### src/rtl/keypad_pkg.sv
// Shared constants, FSM encodings and helpers for the keypad front-end.
package keypad_pkg;

    localparam int ROWS = 4;
    localparam int COLS = 4;

    // FSM encodings (2-bit, all four codes in use)
    localparam logic [1:0] SCAN     = 2'd0;
    localparam logic [1:0] DEBOUNCE = 2'd1;
    localparam logic [1:0] PRESS    = 2'd2;
    localparam logic [1:0] HOLD     = 2'd3;

    // Key code for a (row, column) intersection of the 4x4 matrix.
    function automatic logic [3:0] key_code(input logic [1:0] row, input logic [1:0] col);
        logic [3:0] code;
        case ({row, col})
            4'b00_00: code = 4'h1;
            4'b00_01: code = 4'h2;
            4'b00_10: code = 4'h3;
            4'b00_11: code = 4'hA;
            4'b01_00: code = 4'h4;
            4'b01_01: code = 4'h5;
            4'b01_10: code = 4'h6;
            4'b01_11: code = 4'hB;
            4'b10_00: code = 4'h7;
            4'b10_01: code = 4'h8;
            4'b10_10: code = 4'h9;
            4'b10_11: code = 4'hC;
            4'b11_00: code = 4'hE;
            4'b11_01: code = 4'h0;
            4'b11_10: code = 4'hF;
            default:  code = 4'hD;
        endcase
        return code;
    endfunction

    // True when exactly one bit of an active-low vector is asserted.
    function automatic logic single_low(input logic [3:0] v);
        return (v == 4'b1110) || (v == 4'b1101) || (v == 4'b1011) || (v == 4'b0111);
    endfunction

    // Index of the lowest asserted (zero) bit of an active-low vector.
    function automatic logic [1:0] low_index(input logic [3:0] v);
        logic [1:0] idx;
        if (!v[0])      idx = 2'd0;
        else if (!v[1]) idx = 2'd1;
        else if (!v[2]) idx = 2'd2;
        else            idx = 2'd3;
        return idx;
    endfunction

    // Next column in the scan sequence (1110 -> 1101 -> 1011 -> 0111 -> 1110).
    function automatic logic [3:0] rotate_col(input logic [3:0] c);
        return {c[2:0], c[3]};
    endfunction

endpackage

### src/rtl/keypad_sync.sv
// Two-flop synchronizer for the asynchronous row inputs; idles at all-ones
// (no key) so reset never looks like a press.
module keypad_sync
    import keypad_pkg::*;
(
    input  logic            ck,
    input  logic            rst_n,
    input  logic [ROWS-1:0] d,
    output logic [ROWS-1:0] q
);

    logic [ROWS-1:0] meta_reg;
    logic [ROWS-1:0] sync_reg;

    generate
        for (genvar gi = 0; gi < ROWS; gi++) begin : g_bit
            // Per-bit two-stage capture of the raw row line
            always_ff @(posedge ck or negedge rst_n) begin
                if (!rst_n) begin
                    meta_reg[gi] <= 1'b1;
                    sync_reg[gi] <= 1'b1;
                end else begin
                    meta_reg[gi] <= d[gi];
                    sync_reg[gi] <= meta_reg[gi];
                end
            end
        end
    endgenerate

    assign q = sync_reg;

endmodule

### src/rtl/keypad_scanner.sv
// 4x4 keypad scanner: column scan, press/release debounce, one strobe per press.
module keypad_scanner
    import keypad_pkg::*;
#(
    parameter int SCAN_DIV     = 16,
    parameter int DEBOUNCE_CNT = 1000
) (
    input  logic            ck,
    input  logic            rst_n,
    input  logic [ROWS-1:0] row_n,
    output logic [COLS-1:0] col_n,
    output logic            p,
    output logic [3:0]      w,
    output logic            key_down
);

    localparam int DIV_W = $clog2(SCAN_DIV);
    localparam int DEB_W = $clog2(DEBOUNCE_CNT);
    localparam logic [DIV_W-1:0] DIV_LAST = DIV_W'(SCAN_DIV - 1);
    localparam logic [DEB_W-1:0] DEB_LAST = DEB_W'(DEBOUNCE_CNT - 1);

    logic [ROWS-1:0]  rs;
    logic [1:0]       state_reg;
    logic [DIV_W-1:0] div_reg;
    logic [DEB_W-1:0] deb_reg;
    logic [COLS-1:0]  col_n_reg;
    logic [1:0]       row_idx_reg;
    logic [1:0]       col_idx_reg;
    logic             p_reg;
    logic [3:0]       w_reg;
    logic             key_down_reg;
    logic [ROWS-1:0]  row_pat;

    keypad_sync u_sync (
        .ck    (ck),
        .rst_n (rst_n),
        .d     (row_n),
        .q     (rs)
    );

    // Active-low row pattern of the key currently being debounced
    assign row_pat = ~(4'b0001 << row_idx_reg);

    // Scan / debounce / press / hold sequencing and all registered outputs
    always_ff @(posedge ck or negedge rst_n) begin
        if (!rst_n) begin
            state_reg    <= SCAN;
            div_reg      <= '0;
            deb_reg      <= '0;
            col_n_reg    <= 4'b1110;
            row_idx_reg  <= 2'd0;
            col_idx_reg  <= 2'd0;
            p_reg        <= 1'b0;
            w_reg        <= 4'h0;
            key_down_reg <= 1'b0;
        end else begin
            p_reg <= 1'b0;
            case (state_reg)
                SCAN: begin
                    if (div_reg == DIV_LAST) begin
                        div_reg <= '0;
                        // Only a single low row is a trustworthy key; ghosts keep scanning
                        if (single_low(rs)) begin
                            row_idx_reg <= low_index(rs);
                            col_idx_reg <= low_index(col_n_reg);
                            deb_reg     <= '0;
                            state_reg   <= DEBOUNCE;
                        end else begin
                            col_n_reg <= rotate_col(col_n_reg);
                        end
                    end else begin
                        div_reg <= div_reg + DIV_W'(1);
                    end
                end
                DEBOUNCE: begin
                    if (rs == row_pat) begin
                        if (deb_reg == DEB_LAST) begin
                            // Outputs registered on entry so they are visible during PRESS
                            state_reg    <= PRESS;
                            p_reg        <= 1'b1;
                            w_reg        <= key_code(row_idx_reg, col_idx_reg);
                            key_down_reg <= 1'b1;
                        end else begin
                            deb_reg <= deb_reg + DEB_W'(1);
                        end
                    end else begin
                        // Bounce: resume scanning this same column from the start
                        state_reg <= SCAN;
                        div_reg   <= '0;
                    end
                end
                PRESS: begin
                    deb_reg   <= '0;
                    state_reg <= HOLD;
                end
                HOLD: begin
                    if (rs == 4'b1111) begin
                        if (deb_reg == DEB_LAST) begin
                            key_down_reg <= 1'b0;
                            col_n_reg    <= rotate_col(col_n_reg);
                            div_reg      <= '0;
                            deb_reg      <= '0;
                            state_reg    <= SCAN;
                        end else begin
                            deb_reg <= deb_reg + DEB_W'(1);
                        end
                    end else begin
                        deb_reg <= '0;
                    end
                end
                default: begin
                    state_reg <= SCAN;
                    col_n_reg <= 4'b1110;
                    div_reg   <= '0;
                    deb_reg   <= '0;
                end
            endcase
        end
    end

    assign col_n    = col_n_reg;
    assign p        = p_reg;
    assign w        = w_reg;
    assign key_down = key_down_reg;

endmodule

### config.mk
export PLATFORM = sky130hd
export DESIGN_NAME = keypad_scanner
export DESIGN_NICKNAME = d
export VERILOG_FILES = /design/src/rtl/keypad_pkg.sv /design/src/rtl/keypad_sync.sv /design/src/rtl/keypad_scanner.sv
export SDC_FILE = /design/constraint.sdc
export NUM_CORES = 1
export LEC_CHECK = 0
export CAP_MARGIN = 20
export CORE_MARGIN = 2
export CORE_UTILIZATION = 40
export DETAILED_ROUTE_END_ITERATION = 7
export PLACE_DENSITY = 0.65
export REMOVE_ABC_BUFFERS = 1
export SYNTH_ARGS = -nofsm -noshare
export SYNTH_HDL_FRONTEND = slang
export SYNTH_HIERARCHICAL = 1
export SYNTH_SLANG_ARGS = --single-unit
### constraint.sdc
create_clock -name ck -period 2.2 [get_ports ck]
set_input_delay 0.33 -clock ck [delete_from_list [all_inputs] [get_ports ck]]
set_output_delay 0.33 -clock ck [all_outputs]
set_load 0.02 [all_outputs]
==> results of run 1 <==
[metrics by stage]
step	setup TNS (ns)	instances	area, µm²	worst slack, ns
final	0	286	2470	0.0653
after global routing	-0.0706	286	2470	-0.0265
after CTS	0	285	2450	0.0450
after detailed placement	0	277	2320	0.0834
after global placement	0	277	2320	0.0408
after floorplan	0	183	2020	0.208
[where the power goes]
group          switching (mW)  total [mW]  leakage (nW)  internal, mW
Combinational           0.172       0.357         0.463         0.185
Clock                   0.248       0.640        0.0678         0.392
Sequential             0.0951       0.865         0.484         0.770
[worst max-delay path by stage]
stage	slack [ns]	depth (start not counted)	from	to
after floorplan	0.21	5	u_sync/q[1]$_DFF_PN1_	deb_reg[9]$_DFFE_PN0P_
after global placement	0.04	6	u_sync/q[2]$_DFF_PN1_	deb_reg[2]$_DFFE_PN0P_
after detailed placement	0.08	6	u_sync/q[2]$_DFF_PN1_	deb_reg[2]$_DFFE_PN0P_
after CTS	0.04	6	u_sync/q[2]$_DFF_PN1_	deb_reg[2]$_DFFE_PN0P_
after global routing	-0.03	5	u_sync/q[3]$_DFF_PN1_	deb_reg[8]$_DFFE_PN0P_
final	0.07	5	u_sync/q[1]$_DFF_PN1_	deb_reg[2]$_DFFE_PN0P_
[layout make-up]
cell class	count	area share (%)
Clock buffer	8	5.37
Inverter	8	1.22
Multi-Input combinational cell	137	41.9
Sequential cell	38	39.0
Tap cell	70	3.54
Timing Repair Buffer	25	8.91
[synthesized netlist by cell type, types with 2 or more instances]
library cell / n / area, µm²
nand3_1: 6 / 30.0
and2_1: 2 / 12.5
o21ai_1: 5 / 25.0
mux2_1: 8 / 90.1
dfstp_2: 11 / 289
nand4_1: 2 / 12.5
o31ai_1: 4 / 30.0
nor2_1: 4 / 15.0
o21ai_0: 7 / 35.0
nor3b_1: 2 / 15.0
o211ai_1: 3 / 22.5
and3_1: 4 / 25.0
nand2b_1: 3 / 18.8
inv_1: 7 / 26.3
o31a_1: 2 / 17.5
mux2i_1: 5 / 50.1
nor2b_1: 4 / 25.0
buf_2: 3 / 15.0
dfrtp_1: 27 / 676
nor3_1: 2 / 10.0
o32a_1: 5 / 50.1
a21oi_1: 4 / 20.0
a22o_1: 2 / 17.5
nand3b_1: 3 / 22.5
clkbuf_1: 3 / 11.3
or4b_1: 2 / 20.0
and4b_1: 2 / 20.0
o2bb2ai_1: 4 / 35.0
nand2_1: 24 / 90.1
ha_1: 7 / 87.6
[logic make-up after synthesis]
| kind of cell | after synthesis |
|---|---|
| buffers and inverters | 15 |
| AOI/OAI and AO/OA | 47 |
| muxes | 15 |
| and+or+nand+nor | 66 |
| xor gates and xnor gates | 2 |
| adders and majority gates | 7 |
| DFF | 38 |
[cell usage in the layout, fill, tap and decap left out, types with 2 or more instances in the layout]
cell	count
ha_1	7
o2bb2ai_1	4
dfrtp_1	27
nand4_1	2
o21ai_1	5
o32a_1	5
mux2i_1	5
and4b_1	2
buf_4	10
nor3_2	2
mux2_1	8
clkdlybuf4s50_1	14
o31ai_1	4
and2_1	2
and3_1	4
nor2b_1	4
nand2b_1	3
nor3b_1	2
o21ai_0	7
o31a_1	2
a21oi_1	4
clkbuf_8	6
a22o_1	2
nand3_1	6
inv_1	7
dfstp_2	11
nor2_1	4
o211ai_1	3
or4b_1	2
nand2_1	24
clkbuf_16	2
nand3b_1	3
[worst max-delay path, cell delays in order (launching register included)]
cell and delay (ns):
dfstp_2 0.58, and4b_1 0.23, a32o_1 0.24, o211a_2 0.35, o31ai_4 0.44, o211ai_1 0.16
[timing repair]
item	4_1_cts	5_1_grt
setup endpoints to repair	0	8
setup buffers	0	1
endpoints found under the hold margin	0	0
hold buffers	0	0
resized for setup	0	3
[metal layers]
| metal | routed length, µm | vias up |
|---|---|---|
| li1 | - | 758 |
| met1 | 1820 | 706 |
| met2 | 1770 | 25 |
| met3 | 114 | 7 |
| met4 | 60 | 0 |
| met5 | 0 | - |
==> run summary, run 1 <==
Worst hold slack - 0.121 ns
CTS Buf Count - 5
WP data required - 2.36 ns
Vias in the first global route - 1436
Mapped Area - 2060 µm²
Max_slew headroom - 47.0%
Die Width - 75.7 µm
Max VDD drop - 0.000455 V
Distinct cells, synth - 53
Routed WL per cell - 13.2 µm
I/O pin count - 16
WP data arrival - 2.30 ns
Drt initial violations - 122
Flops & latches, synth - 38
Final setup viols - 0
Reg-to-reg startpoint - u_sync/q[1]$_DFF_PN1_
Async SR Flop Fraction - 100%
Grt peak-use layer - met2
Drt first pass iters - 4
Worst-path maximum fanout - 10
Global-route wire length before repair - 6.56 mm
Core Footprint - 5040 µm²
Total Wirelength - 3.77 mm
Pin count of the biggest net entering global routing - 39
Main synth FF type - dfrtp_1
Sequential fraction of the synthesis area - 46.9%
Fmax achieved - 468 MHz
Final hold violation count - 0
Die Height - 75.7 µm
Ys Warns - 6
Status - finished clean
Post-Synth XOR/XNOR Area - 0.851%
Layout area overhead - 20.1%
Row count - 26
Synthesized-area fraction occupied by and/or/nand/nor cells - 18.8%
Unrepaired setup endpoints after global routing - yes
CP Launch Type - flip-flop
Post-Synth Adder-Cell Area - 4.26%
All-layer global routing usage - 15.1%
Initial antenna violation count - 0
# fillers - 462
CTS max path bufs - 2
Sequential standard cell area - 965 µm²
Total gr overflow - 0
Largest family of logic cells by synthesized area - simple AND/OR/NAND/NOR gates
Vias per cell - 5.23
Worst slew pin tran - 0.794 ns
Met2 Usage GRT - 24.0%
Nets - 228
Clock Skew - 0.00721 ns
RePlAce Congestion - 0.812
IO Port Bufs - 15
PwrDens - 753 nW/µm²
Multi-input gate area - 1040 µm²
Die area - 5740 µm²
# diodes - 0
CP Capture Type - flip-flop
Mapped Cells - 190
Clock-pin transition on the worst setup and hold timing paths - 0.08 ns
Grt met3 use - 3.17%
Worst Hold Class - input port to async pin
Final period util - 97.0%
H-tree depth - 2
P_leak - 1.01 nW
Mux cell area share after synthesis - 8.45%
Max Cap Violations - 0
Initial Util - 40.8%
End of the worst register-to-register path - deb_reg[2]$_DFFE_PN0P_
Post-synth EDFFs - 0
Fraction of layout cells with a size suffix above 1 - 19.4%
Syn avg cell area - 10.8 µm²
CTS tree - built
Post-DP HPWL - 2.66 mm
Final core utilization - 49.0%
R2r setup slk - 0.07 ns
Clk root buf - clkbuf_8
Compound-Gate Fraction of Synth Area - 17.4%
Clk sinks - 38
Via count - 1496
Max reg flops - 10
DRT antenna net count - 0
Crit Path Category - flip-flop to flip-flop
Met1 usage - 20.2%
R2R depth - 5
Total power - 1.86 mW
Max Slew Vio Count - 0
Final min period - 2.13 ns
Residual DRC - 0
Worst-skew pair later-pin latency - 0.29 ns
Power figures use the tool's default switching activity.
==> inputs of run 2 (changes only) <==
CTS_CLUSTER_SIZE = 25   (was not set)
==> results of run 2 <==
Final layout, timing and power as in run 1 (identical DEF).
